[config.mk]
export PLATFORM = sky130hd
export DESIGN_NAME = if_ib_sender
export DESIGN_NICKNAME = d
export VERILOG_FILES = /design/src/rtl/if_ib_sender.sv
export SDC_FILE = /design/constraint.sdc
export NUM_CORES = 1
export LEC_CHECK = 0
export CORE_MARGIN = 5
export CORE_UTILIZATION = 30
export CTS_BUF_LIST = sky130_fd_sc_hd__clkbuf_16
export DETAILED_ROUTE_END_ITERATION = 16
export GPL_ROUTABILITY_DRIVEN = 0
export PLACE_DENSITY_LB_ADDON = 0.05
export SYNTH_ARGS = -nofsm -noshare
export SYNTH_HDL_FRONTEND = slang
export SYNTH_SLANG_ARGS = --single-unit
export TNS_END_PERCENT = 30
[constraint.sdc]
create_clock -name clk -period 2.7 [get_ports clk]
set_input_delay 0.54 -clock clk [delete_from_list [all_inputs] [get_ports clk]]
set_output_delay 0.54 -clock clk [all_outputs]
set_load 0.005 [all_outputs]
[src/rtl/if_ib_sender.sv]
// if_ib_sender: fetch-side producer for the instruction buffer write port.
// Issues one I$ line request at a time and registers the returned line with its
// branch prediction. Holds the bundle until the IB accepts it, then steers fetch
// (sequential, predicted target, or spilled delay slot) and restarts on flush.
module if_ib_sender #(
  parameter logic [31:0] RESET_PC = 32'hBFC0_0000
) (
  input  logic         clk,
  input  logic         rst_,
  input  logic         flush,
  input  logic [31:0]  flush_pc,
  output logic         ic_req,
  output logic [31:0]  ic_addr,
  input  logic         ic_ready,
  input  logic         ic_rvalid,
  input  logic [127:0] ic_rdata,
  input  logic         bp_hit,
  input  logic [1:0]   bp_slot,
  input  logic [31:0]  bp_target,
  input  logic [3:0]   bp_ptab_idx,
  output logic [127:0] icache_ib_insn,
  output logic [31:0]  icache_ib_pc,
  output logic [4:0]   icache_ib_ptab_addr,
  output logic [1:0]   icache_ib_delot_en,
  output logic [31:0]  icache_ib_branch_pc,
  output logic         icache_valid_ns,
  input  logic         ib_allin
);

  localparam int unsigned XLEN   = 32;
  localparam int unsigned LINE_W = 128;
  localparam int unsigned TAG_W  = XLEN - 4;

  typedef enum logic [1:0] {
    S_REQ  = 2'd0,
    S_RESP = 2'd1,
    S_HOLD = 2'd2
  } state_t;

  state_t            state;
  logic [XLEN-1:0]   pc;
  logic [XLEN-1:0]   tgt;
  logic [XLEN-1:0]   next_pc;
  logic              dslot_pend;
  logic              kill;

  logic              taken_c;
  logic [XLEN-1:0]   seq_pc_c;
  logic [XLEN-1:0]   branch_pc_c;
  logic [XLEN-1:0]   next_pc_c;
  logic              kill_on_flush_c;

  // Prediction qualification and next-fetch selection for the line being latched.
  always_comb begin
    taken_c         = 1'b0;
    seq_pc_c        = '0;
    branch_pc_c     = '0;
    next_pc_c       = '0;
    kill_on_flush_c = 1'b0;

    taken_c     = bp_hit && (bp_slot >= pc[3:2]) && !dslot_pend;
    seq_pc_c    = {pc[XLEN-1:4] + TAG_W'(1), 4'b0000};
    branch_pc_c = {pc[XLEN-1:4], bp_slot, 2'b00};

    if (dslot_pend)                          next_pc_c = tgt;
    else if (taken_c && (bp_slot != 2'd3))   next_pc_c = bp_target;
    else                                     next_pc_c = seq_pc_c;

    // A flush leaves one I$ response outstanding that must be discarded.
    kill_on_flush_c = (kill && !ic_rvalid) ||
                      ((state == S_RESP) && !ic_rvalid) ||
                      ((state == S_REQ) && ic_req && ic_ready);
  end

  // Fetch FSM with registered request and IB bundle outputs.
  always_ff @(posedge clk or negedge rst_) begin
    if (!rst_) begin
      state               <= S_REQ;
      pc                  <= RESET_PC;
      tgt                 <= '0;
      next_pc             <= '0;
      dslot_pend          <= 1'b0;
      kill                <= 1'b0;
      ic_req              <= 1'b0;
      ic_addr             <= '0;
      icache_ib_insn      <= '0;
      icache_ib_pc        <= '0;
      icache_ib_ptab_addr <= '0;
      icache_ib_delot_en  <= '0;
      icache_ib_branch_pc <= '0;
      icache_valid_ns     <= 1'b0;
    end else if (flush) begin
      state               <= S_REQ;
      pc                  <= flush_pc;
      dslot_pend          <= 1'b0;
      kill                <= kill_on_flush_c;
      ic_req              <= !kill_on_flush_c;
      ic_addr             <= {flush_pc[XLEN-1:2], 2'b00};
      icache_valid_ns     <= 1'b0;
      icache_ib_delot_en  <= 2'b00;
      icache_ib_ptab_addr <= 5'd0;
    end else begin
      case (state)
        S_REQ: begin
          if (kill) begin
            // Waiting for the stale response; restart request once it lands.
            if (ic_rvalid) begin
              kill    <= 1'b0;
              ic_req  <= 1'b1;
              ic_addr <= {pc[XLEN-1:2], 2'b00};
            end
          end else if (!ic_req) begin
            ic_req  <= 1'b1;
            ic_addr <= {pc[XLEN-1:2], 2'b00};
          end else if (ic_ready) begin
            ic_req <= 1'b0;
            state  <= S_RESP;
          end
        end
        S_RESP: begin
          if (ic_rvalid) begin
            icache_ib_insn      <= ic_rdata[LINE_W-1:0];
            icache_ib_pc        <= pc;
            icache_ib_ptab_addr <= taken_c ? {1'b1, bp_ptab_idx} : 5'd0;
            icache_ib_branch_pc <= taken_c ? branch_pc_c : '0;
            icache_ib_delot_en  <= dslot_pend ? 2'b10 : 2'b00;
            icache_valid_ns     <= 1'b1;
            next_pc             <= next_pc_c;
            if (dslot_pend) begin
              dslot_pend <= 1'b0;
            end else if (taken_c && (bp_slot == 2'd3)) begin
              dslot_pend <= 1'b1;
              tgt        <= bp_target;
            end
            state <= S_HOLD;
          end
        end
        S_HOLD: begin
          if (icache_valid_ns && ib_allin) begin
            icache_valid_ns <= 1'b0;
            pc              <= next_pc;
            ic_req          <= 1'b1;
            ic_addr         <= {next_pc[XLEN-1:2], 2'b00};
            state           <= S_REQ;
          end
        end
        default: state <= S_REQ;
      endcase
    end
  end

endmodule
==> After elaboration in Yosys (flattened, before gate mapping) <==
Cells that the tools add are included.
{ "word_totals": {"mem_bits_ro": 0, "regBits": 333, "ram_bits": 0, "n_memories": 0, "output_inout_bits": 233, "elab_cells": 105, "latchBits": 0} }
{ "classes": {"n_mul": 0, "add_sub_neg": 1, "muxes": 46, "div_mod_pow": 0, "bitwise": 2, "n_reduce_logical": 30, "n_lt_le_gt_ge": 1, "shift": 0, "n_eq_ne": 11} }
{ "op_table": {"columns": ["cell", "n"], "rows": [
  ["$mux W32", 11],
  ["$pmux W32 S2", 1],
  ["$add A28 B1 Y28 const B", 1],
  ["$mux W2", 10],
  ["$mux W5", 4],
  ["$mux W1", 17],
  ["$ne A3 B3 Y1 const B", 5],
  ["$reduce_and A5 Y1", 2],
  ["$reduce_bool A2 Y1", 5],
  ["$logic_and A1 B1 Y1", 9],
  ["$reduce_and A3 Y1", 3],
  ["$ne A4 B4 Y1 const B", 2],
  ["$pmux W2 S3", 1],
  ["$reduce_bool A3 Y1", 2],
  ["$eq A2 B2 Y1 const B", 2],
  ["$pmux W1 S2", 2],
  ["$reduce_and A2 Y1", 2],
  ["$reduce_and A4 Y1", 1],
  ["$logic_not A1 Y1", 3],
  ["$eq A2 B1 Y1 const B", 1],
  ["$ge A2 B2 Y1", 1],
  ["$logic_not A2 Y1", 1],
  ["$logic_or A1 B1 Y1", 2],
  ["$ne A2 B2 Y1 const B", 1],
  ["$not A1 Y1", 2]
]} }

==> Longest topological paths before layout <==
Gate-level depths: netlist of the first run.
{ "depth": {"word_depth": 9, "depth_mapped": 9, "ltp_nobuf": 7} }

==> Least setup slack after synthesis of the first run <==
No wires, ideal clock.
{ "synth_path": {"path_type": "input to register", "startpoint": "input bp_slot[0]", "endpoint": "register tgt[10]", "t_required_ns": 2.575, "n_path_buf": 2, "setup_slack_ns": 0.413, "stages": 8, "t_arrival_ns": 2.162, "cell_sequence": "inv_1 ha_1 nor3b_1 or3_1 buf_2 nor3_4 buf_6 mux2_2"} }
{ "synth_between": {"elab_chain_cells": 5} }
{ "synth_rtl": {"columns": ["item", "line", "text"], "rows": [
  ["start: declaration", "18", "input logic [1:0] bp_slot,"],
  ["$ge A2 B2 Y1", "61", "taken_c = bp_hit && (bp_slot >= pc[3:2]) && !dslot_pend;"],
  ["$logic_and A1 B1 Y1 (2 in series)", "61", null],
  ["$logic_and A1 B1 Y1 *", "131", "end else if (taken_c && (bp_slot == 2'd3)) begin"],
  ["$reduce_and A5 Y1 (no line) *", null, null],
  ["end signal: assignment", "133", "tgt <= bp_target;"],
  ["end: declaration", "42", "logic [XLEN-1:0] tgt;"]
]} }
Mark *: on every way between the ends. The rest lies on a longest branch, timed or not.
A chain may end at the register's enable or synchronous reset.

==> Worst setup path after layout of the first run <==
{ "layout_path": {"startpoint": "input bp_slot[0]", "endpoint": "register icache_ib_ptab_addr[1]"} }
{ "layout_between": {"elab_chain_cells": 7} }
{ "layout_rtl": {"columns": ["item", "line", "text"], "rows": [
  ["$ge A2 B2 Y1", "61", null],
  ["$logic_and A1 B1 Y1 (2 in series)", "61", null],
  ["$mux W5", "124", "icache_ib_ptab_addr <= taken_c ? {1'b1, bp_ptab_idx} : 5'd0;"],
  ["$mux W5", "121", "if (ic_rvalid) begin"],
  ["$mux W5", "103", "case (state)"],
  ["$mux W5", "92", "end else if (flush) begin"],
  ["end signal: assignment", "124", null],
  ["end: declaration", "23", "output logic [4:0] icache_ib_ptab_addr,"]
]} }
No other way between the ends. The select of a mux whose other input is x is not followed.

==> summary.txt, run 1 <==
sw power -> 0.00568 W
final net count -> 2143
Leakage -> 9.53 nW
Resized cells post-CTS -> 0
antenna violations before repair -> 8
Clock transition at path regs -> 0.05 ns
clock tree buffer depth -> 3
hold_sp -> icache_ib_insn[109]$_DFFE_PN0P_
library cells used by synthesis -> 52
Async SR Flop Fraction -> 100%
Syn Area/Cell -> 9.31 µm²
cells along the critical path -> clkdlybuf4s50_1 -> inv_1 -> ha_1 -> nor3b_1 -> or3_2 -> buf_4 -> buf_4 -> nor2_1 -> a22o_1
remaining antenna violation count -> 0
Die H -> 227 µm
area of the multi-input gates -> 5540 µm²
share of layout cells above drive strength 1 -> 7.72%
average routed wire per standard cell -> 19.4 µm
detailed placement HPWL -> 35600 µm
Sink Count -> 328
netlist area before placement -> 14200 µm²
first-pass GRT wire length -> 75200 µm
Hold Violations, Final -> 0
Synth Register Bits -> 328
Final Skew -> 0.0158 ns
Final Worst Setup Slack -> 0.310 ns
Initial Utilization -> 30.4%
CP Launch Type -> input port
WL final -> 50000 µm
worst-margin pin slew -> 0.677 ns
Sw Share -> 30.6%
Clk Latency, worst-skew pair -> 0.56 ns
Yosys Warn Count -> 0
slowest stage delay, CP -> 0.50 ns
Max-Slew Margin vs Limit -> 54.9%
Core Rows -> 79
crit path DAT -> 2.88 ns
Crit path required time -> 3.19 ns
CTS root buf -> clkbuf_16
vias in the first global route -> 12.3k
Core Area -> 46700 µm²
fin util -> 44.3%
Pre-antenna DRT Iters -> 4
Crit Path Max Fanout -> 31
CP most frequent cell -> buf_4
CP max stage cell -> or3_2
GR Overflow Total -> 0
Die W -> 227 µm
Internal -> 0.0129 W
H-tree depth -> 2
Gate Count Post-Synth -> 1523
Die Area -> 51700 µm²
iteration-0 DRC count of the detailed router -> 615
Final setup viols -> 0
kind of critical path -> in -> reg
DR vias -> 12.0k
filler instances -> 4555
dpl ws -> -0.258 ns
vias per cell -> 4.65
Crit. End Element -> flip-flop
Post-synth EDFFs -> 0
HP Class -> reg -> reg
# Post-CTS Setup Buffers -> 0
Fmax achieved -> 418 MHz
Clock power frac -> 27.2%
worst r2r src -> pc[2]$_DFFE_PN0P_
Total GRT Usage -> 18.8%
Seq/Total Area, Yosys -> 57.9%
Ports -> 438
Final min period -> 2.39 ns
fin. max-slew vios -> 0
Pwr Density -> 898 nW/µm²
fin crit share -> 88.5%
VDD IR-drop max -> 467 µV
Layout area overhead -> 45.6%
run status -> finished, final reports clean
CTS buffer count -> 41
Comb power frac -> 30.9%
largest net degree at the start of global routing -> 124
CTS tree -> yes
I/O Buffers -> 432
register area -> 8220 µm²
Top FF cell, synth -> dfrtp_1
number of max-cap violations -> 0
Flop pwr share -> 41.9%
DRC Markers -> 0
RSZ-0062 raised after global routing -> false
crit path from -> bp_slot[0]
-- final timing paths --
| check | end | cells past startpoint | slack (ns) |
|---|---|---|---|
| max | icache_ib_ptab_addr[1]$_DFFE_PN0P_ | 9 | 0.31 |
| min | icache_ib_insn[109]$_DFFE_PN0P_ | 2 | 0.47 |
| max reg2reg | icache_ib_ptab_addr[1]$_DFFE_PN0P_ | 7 | 0.41 |
| min reg2reg | icache_ib_insn[109]$_DFFE_PN0P_ | 2 | 0.47 |
| max in group asynchronous | pc[28]$_DFFE_PN1P_ | 3 | 1.44 |
| min in group asynchronous | icache_ib_pc[17]$_DFFE_PN0P_ | 2 | 0.54 |
-- per-stage QoR --
stage	hold slack (ns)	cells	power (W)	setup TNS, ns	area [µm²]
3_3_place_gp	0.458	2498	0.0136	-6.67	19400
2_1_floorplan	0.244	1527	0.00959	0	14200
6_report	0.469	2581	0.0185	0	20700
5_1_grt	0.486	2579	0.0198	0	20600
4_1_cts	0.466	2575	0.0189	0	20600
3_5_place_dp	0.461	2498	0.0137	-7.83	19400
-- sequential cells by signal (all words and copies together) (netlist names), 2 cells and up --
| name | count |
|---|---|
| ic_addr | 30 |
| icache_ib_ptab_addr | 5 |
| tgt | 32 |
| icache_ib_branch_pc | 30 |
| icache_ib_insn | 128 |
| icache_ib_pc | 32 |
| next_pc | 32 |
| pc | 32 |
| state | 2 |
-- cell usage after synthesis, drive strengths merged (6+ instances only) --
| master | number | area share, % |
|---|---|---|
| inv | 6 | 0.16 |
| nand3 | 20 | 0.71 |
| nand2 | 596 | 16 |
| nor3 | 7 | 0.33 |
| dfrtp | 319 | 56 |
| mux2 | 32 | 2.5 |
| o22ai | 8 | 0.35 |
| nor2 | 62 | 1.6 |
| mux2i | 65 | 4.6 |
| clkbuf | 80 | 2.1 |
| nand4 | 9 | 0.44 |
| a221oi | 7 | 0.43 |
| and3 | 14 | 0.62 |
| buf | 28 | 1.2 |
| o21ai | 123 | 4.3 |
| xor2 | 16 | 0.99 |
| a21oi | 56 | 2.0 |
| dfstp | 9 | 1.7 |
-- power by group through the flow --
| stage | registers (W) | logic (W) | clock network (W) |
|---|---|---|---|
| floorplan | 0.00765 | 0.00194 | 0 |
| global placement | 0.00780 | 0.00583 | 0 |
| detailed placement | 0.00783 | 0.00583 | 0 |
| CTS | 0.00780 | 0.00586 | 0.00524 |
| global route | 0.00802 | 0.00634 | 0.00541 |
| finish | 0.00778 | 0.00572 | 0.00504 |
-- worst max-delay path: cells and delay by family --
family                     cells  cell delay [ns]
buffers and inverters          4             0.98
and+or+nand+nor                3             0.89
AOI/OAI and AO/OA              1             0.18
adders and majority gates      1             0.28
-- layout make-up --
class | instances | area share, %
clock buffers | 43 | 5.21
diodes | 6 | 0.0727
well taps | 607 | 3.68
clock inverters | 33 | 0.709
inverters | 6 | 0.109
flip-flops and latches | 328 | 39.8
repair buffers | 473 | 23.6
multi-input cells | 1085 | 26.8
-- timing repair --
item / 4_1_cts / 5_1_grt
hold endpoints to repair: 43 / 0
endpoints found under the setup margin: 0 / 0
hold buffers: 1 / 0
-- kinds of logic (layout without fill, tap and decap cells) --
logic type,Yosys count,after routing,share of synthesized area [%]
flip-flops,328,328,57.9
XOR/XNOR,20,20,1.23
buffers and inverters,114,555,3.48
multiplexers,97,97,7.13
adder cells (fa/ha/maj),3,3,0.265
AND/OR/NAND/NOR,732,732,20.9
AO/OA/AOI/OAI,228,228,9.01
other,1,11,0.0264
-- layout by cell type (no fill, tap or decap), drive strengths merged, types with 19 or more instances in the layout --
| master | netlist | routed |
|---|---|---|
| nand2 | 596 | 596 |
| clkdlybuf4s50 | 0 | 430 |
| dfrtp | 319 | 319 |
| o21ai | 123 | 123 |
| mux2i | 65 | 65 |
| nor2 | 62 | 62 |
| a21oi | 56 | 56 |
| clkbuf | 80 | 43 |
| buf | 28 | 42 |
| mux2 | 32 | 32 |
| nand3 | 20 | 20 |
| inv | 6 | 19 |
| clkinv | 0 | 19 |
-- routing by layer --
layer / vias up / GRT usage, % / part of all wire [%] / wire, µm
li1: 5838 / - / - / -
met1: 5759 / 23.8 / 42 / 21000
met2: 328 / 29.9 / 47 / 23400
met3: 71 / 7.05 / 8.5 / 4260
met4: 6 / 6.37 / 2.5 / 1250
met5: - / 0 / 0.074 / 37
(Power assumes the default switching activity.)
==> inputs of run 2 (changes only) <==
--- a/config.mk
+++ b/config.mk
@@ -5,9 +5,9 @@
 export SDC_FILE = /design/constraint.sdc
 export NUM_CORES = 1
 export LEC_CHECK = 0
-export CORE_MARGIN = 5
+export CORE_ASPECT_RATIO = 0.5
 export CORE_UTILIZATION = 30
-export CTS_BUF_LIST = sky130_fd_sc_hd__clkbuf_16
+export CTS_BUF_LIST = sky130_fd_sc_hd__clkbuf_8
 export DETAILED_ROUTE_END_ITERATION = 16
 export GPL_ROUTABILITY_DRIVEN = 0
 export PLACE_DENSITY_LB_ADDON = 0.05
==> run 2 against run 1 <==
  * Sequential power decreased by 0.6%
  * Final area decreased by 0.91%
  * Count of clock-buffer cells in the layout increased by 25
  * Global-route usage increased by 0.29 points
  * Core utilization increased by 0.32 points
  * Final cell count increased by 1.6%
  * Critical path type unchanged
  * Critical endpoint is now tgt[13]$_DFFE_PN0P_
  * Highest routed layer is now met4
==> summary.txt, run 2 (synthesis gave the netlist of run 1 again) <==
RSZ-0062 raised after global routing -> false
Pwr Density -> 868 nW/µm² (-3.3%)
Crit Path Max Fanout -> 26 (-16%)
Sink Count -> 328 (unchanged)
antenna violations before repair -> 3 (-5)
Layout area overhead -> 44.3%
Max-Slew Margin vs Limit -> 41.6% (-13 points)
area of the multi-input gates -> 5530 µm² (-0.20%)
fin crit share -> 80.6% (-8.0 points)
fin. max-slew vios -> 0 (unchanged)
average routed wire per standard cell -> 17.4 µm (-10%)
crit path DAT -> 2.67 ns (-0.21 ns)
number of max-cap violations -> 0 (unchanged)
dpl cell area -> 19400 µm² (-0.17%)
Final setup viols -> 0 (unchanged)
Ports -> 438 (unchanged)
Pre-antenna DRT Iters -> 4 (unchanged)
Clk Latency, worst-skew pair -> 0.62 ns (+0.06 ns)
filler instances -> 4484 (-1.6%)
largest net degree at the start of global routing -> 103 (-17%)
I/O Buffers -> 432 (unchanged)
most common cell after layout, fill and taps aside -> nand2_1
kind of critical path -> in -> reg
vias in the first global route -> 12.2k (-0.57%)
final net count -> 2158 (+0.70%)
Resized cells post-CTS -> 0 (unchanged)
most frequent cells in the layout -> nand2_1 (596), clkdlybuf4s50_1 (430), dfrtp_1 (319)
Reg with most FFs -> icache_ib_insn
vias per cell -> 4.53 (-2.6%)
clock tree buffer depth -> 3 (unchanged)
Crit path required time -> 3.19 ns (about the same)
Die H -> 156 µm (-32%)
DRC Markers -> 0 (unchanged)
WL final -> 45700 µm (-8.7%)
H-tree depth -> 2 (unchanged)
register area -> 8220 µm² (about the same)
Worst Hold Slack -> 0.449 ns (-0.0205 ns)
CTS tree -> yes
Core Rows -> 55 (-30%)
Fmax achieved -> 460 MHz (+9.9%)
GR Overflow Total -> 0 (unchanged)
first-pass GRT wire length -> 71400 µm (-5.0%)
Final Skew -> 0.0240 ns (+0.00822 ns)
final total power -> 0.0178 W (-4.2%)
worst-margin pin slew -> 0.876 ns (+0.200 ns)
Die Area -> 48200 µm² (-6.8%)
VDD IR-drop max -> 480 µV (+2.8%)
detailed placement HPWL -> 31700 µm (-11%)
Leakage -> 9.49 nW (-0.42%)
share of layout cells above drive strength 1 -> 9.18% (+1.5 points)
Total GRT Usage -> 19.1% (+0.29 points)
CTS buffer count -> 52 (+27%)
Clock transition at path regs -> 0.07 ns (+0.02 ns)
CP Launch Type -> input port
Crit. End Element -> flip-flop
max reg flops -> 128 (unchanged)
remaining antenna violation count -> 0 (unchanged)
Core Area -> 45900 µm² (-1.6%)
Hold Violations, Final -> 0 (unchanged)
HP Class -> in -> reg
DR vias -> 11.9k (-0.97%)
Final Cell Area -> 20500 µm² (-0.91%)
Initial Utilization -> 30.9% (+0.50 points)
run status -> finished, final reports clean
Die W -> 310 µm (+36%)
Final min period -> 2.18 ns (-0.215 ns)
setup TNS -> 0 ns (unchanged)
iteration-0 DRC count of the detailed router -> 597 (-2.9%)
CTS root buf -> clkbuf_8
[run 2: timing repair]
action,4_1_cts,5_1_grt
hold endpoints to repair,43,0
setup buffers,0,0
hold buffers,1,0
[run 2: routing by layer]
| metal | part of all wire, % | global-route usage (%) |
|---|---|---|
| met1 | 44 | 24.4 |
| met2 | 49 | 32.0 |
| met3 | 4.8 | 4.86 |
| met4 | 2.1 | 5.47 |
| met5 | 0 | 0 |
[run 2: final timing paths]
| check | startpoint | endpoint | slack (ns) | cells past startpoint |
|---|---|---|---|---|
| max | bp_slot[0] | tgt[13]$_DFFE_PN0P_ | 0.52 | 8 |
| min | ic_rdata[13] | icache_ib_insn[13]$_DFFE_PN0P_ | 0.45 | 3 |
| max reg2reg | pc[4]$_DFFE_PN0P_ | next_pc[30]$_DFFE_PN0P_ | 0.55 | 7 |
| min reg2reg | icache_ib_insn[98]$_DFFE_PN0P_ | icache_ib_insn[98]$_DFFE_PN0P_ | 0.47 | 2 |
| max in group asynchronous | rst_ | icache_ib_branch_pc[14]$_DFFE_PN0P_ | 1.43 | 3 |
| min in group asynchronous | rst_ | icache_ib_insn[53]$_DFFE_PN0P_ | 0.46 | 2 |
[run 2: per-stage QoR]
step	util [%]	worst slack [ns]	std cells
2_1_floorplan	-	0.413	1527
3_3_place_gp	42.2	-0.0928	2522
3_5_place_dp	42.2	-0.122	2522
4_1_cts	44.6	0.465	2620
5_1_grt	44.6	0.317	2623
6_report	44.6	0.525	2623
[run 2: worst max-delay path, cell delays in order]
cell and delay (ns):
clkdlybuf4s50_1 0.48, inv_1 0.06, ha_1 0.28, nor3b_1 0.05
or3_1 0.43, nor3_4 0.24, buf_12 0.22, mux2_2 0.35
[run 2: area by class of cell]
cell class | count | area share, %
antenna | 3 | 0.0367
clock buffer | 68 | 4.57
clock inverter | 29 | 0.673
tap | 627 | 3.83
timing repair buffer | 477 | 23.6
inverter | 6 | 0.110
sequential | 328 | 40.2
multi-input combinational | 1085 | 27.0
[run 2: power breakdown]
part           internal, W  switching, W
Sequential         0.00660       0.00114
Combinational      0.00337       0.00223
Clock              0.00226       0.00217
Total               0.0122       0.00554
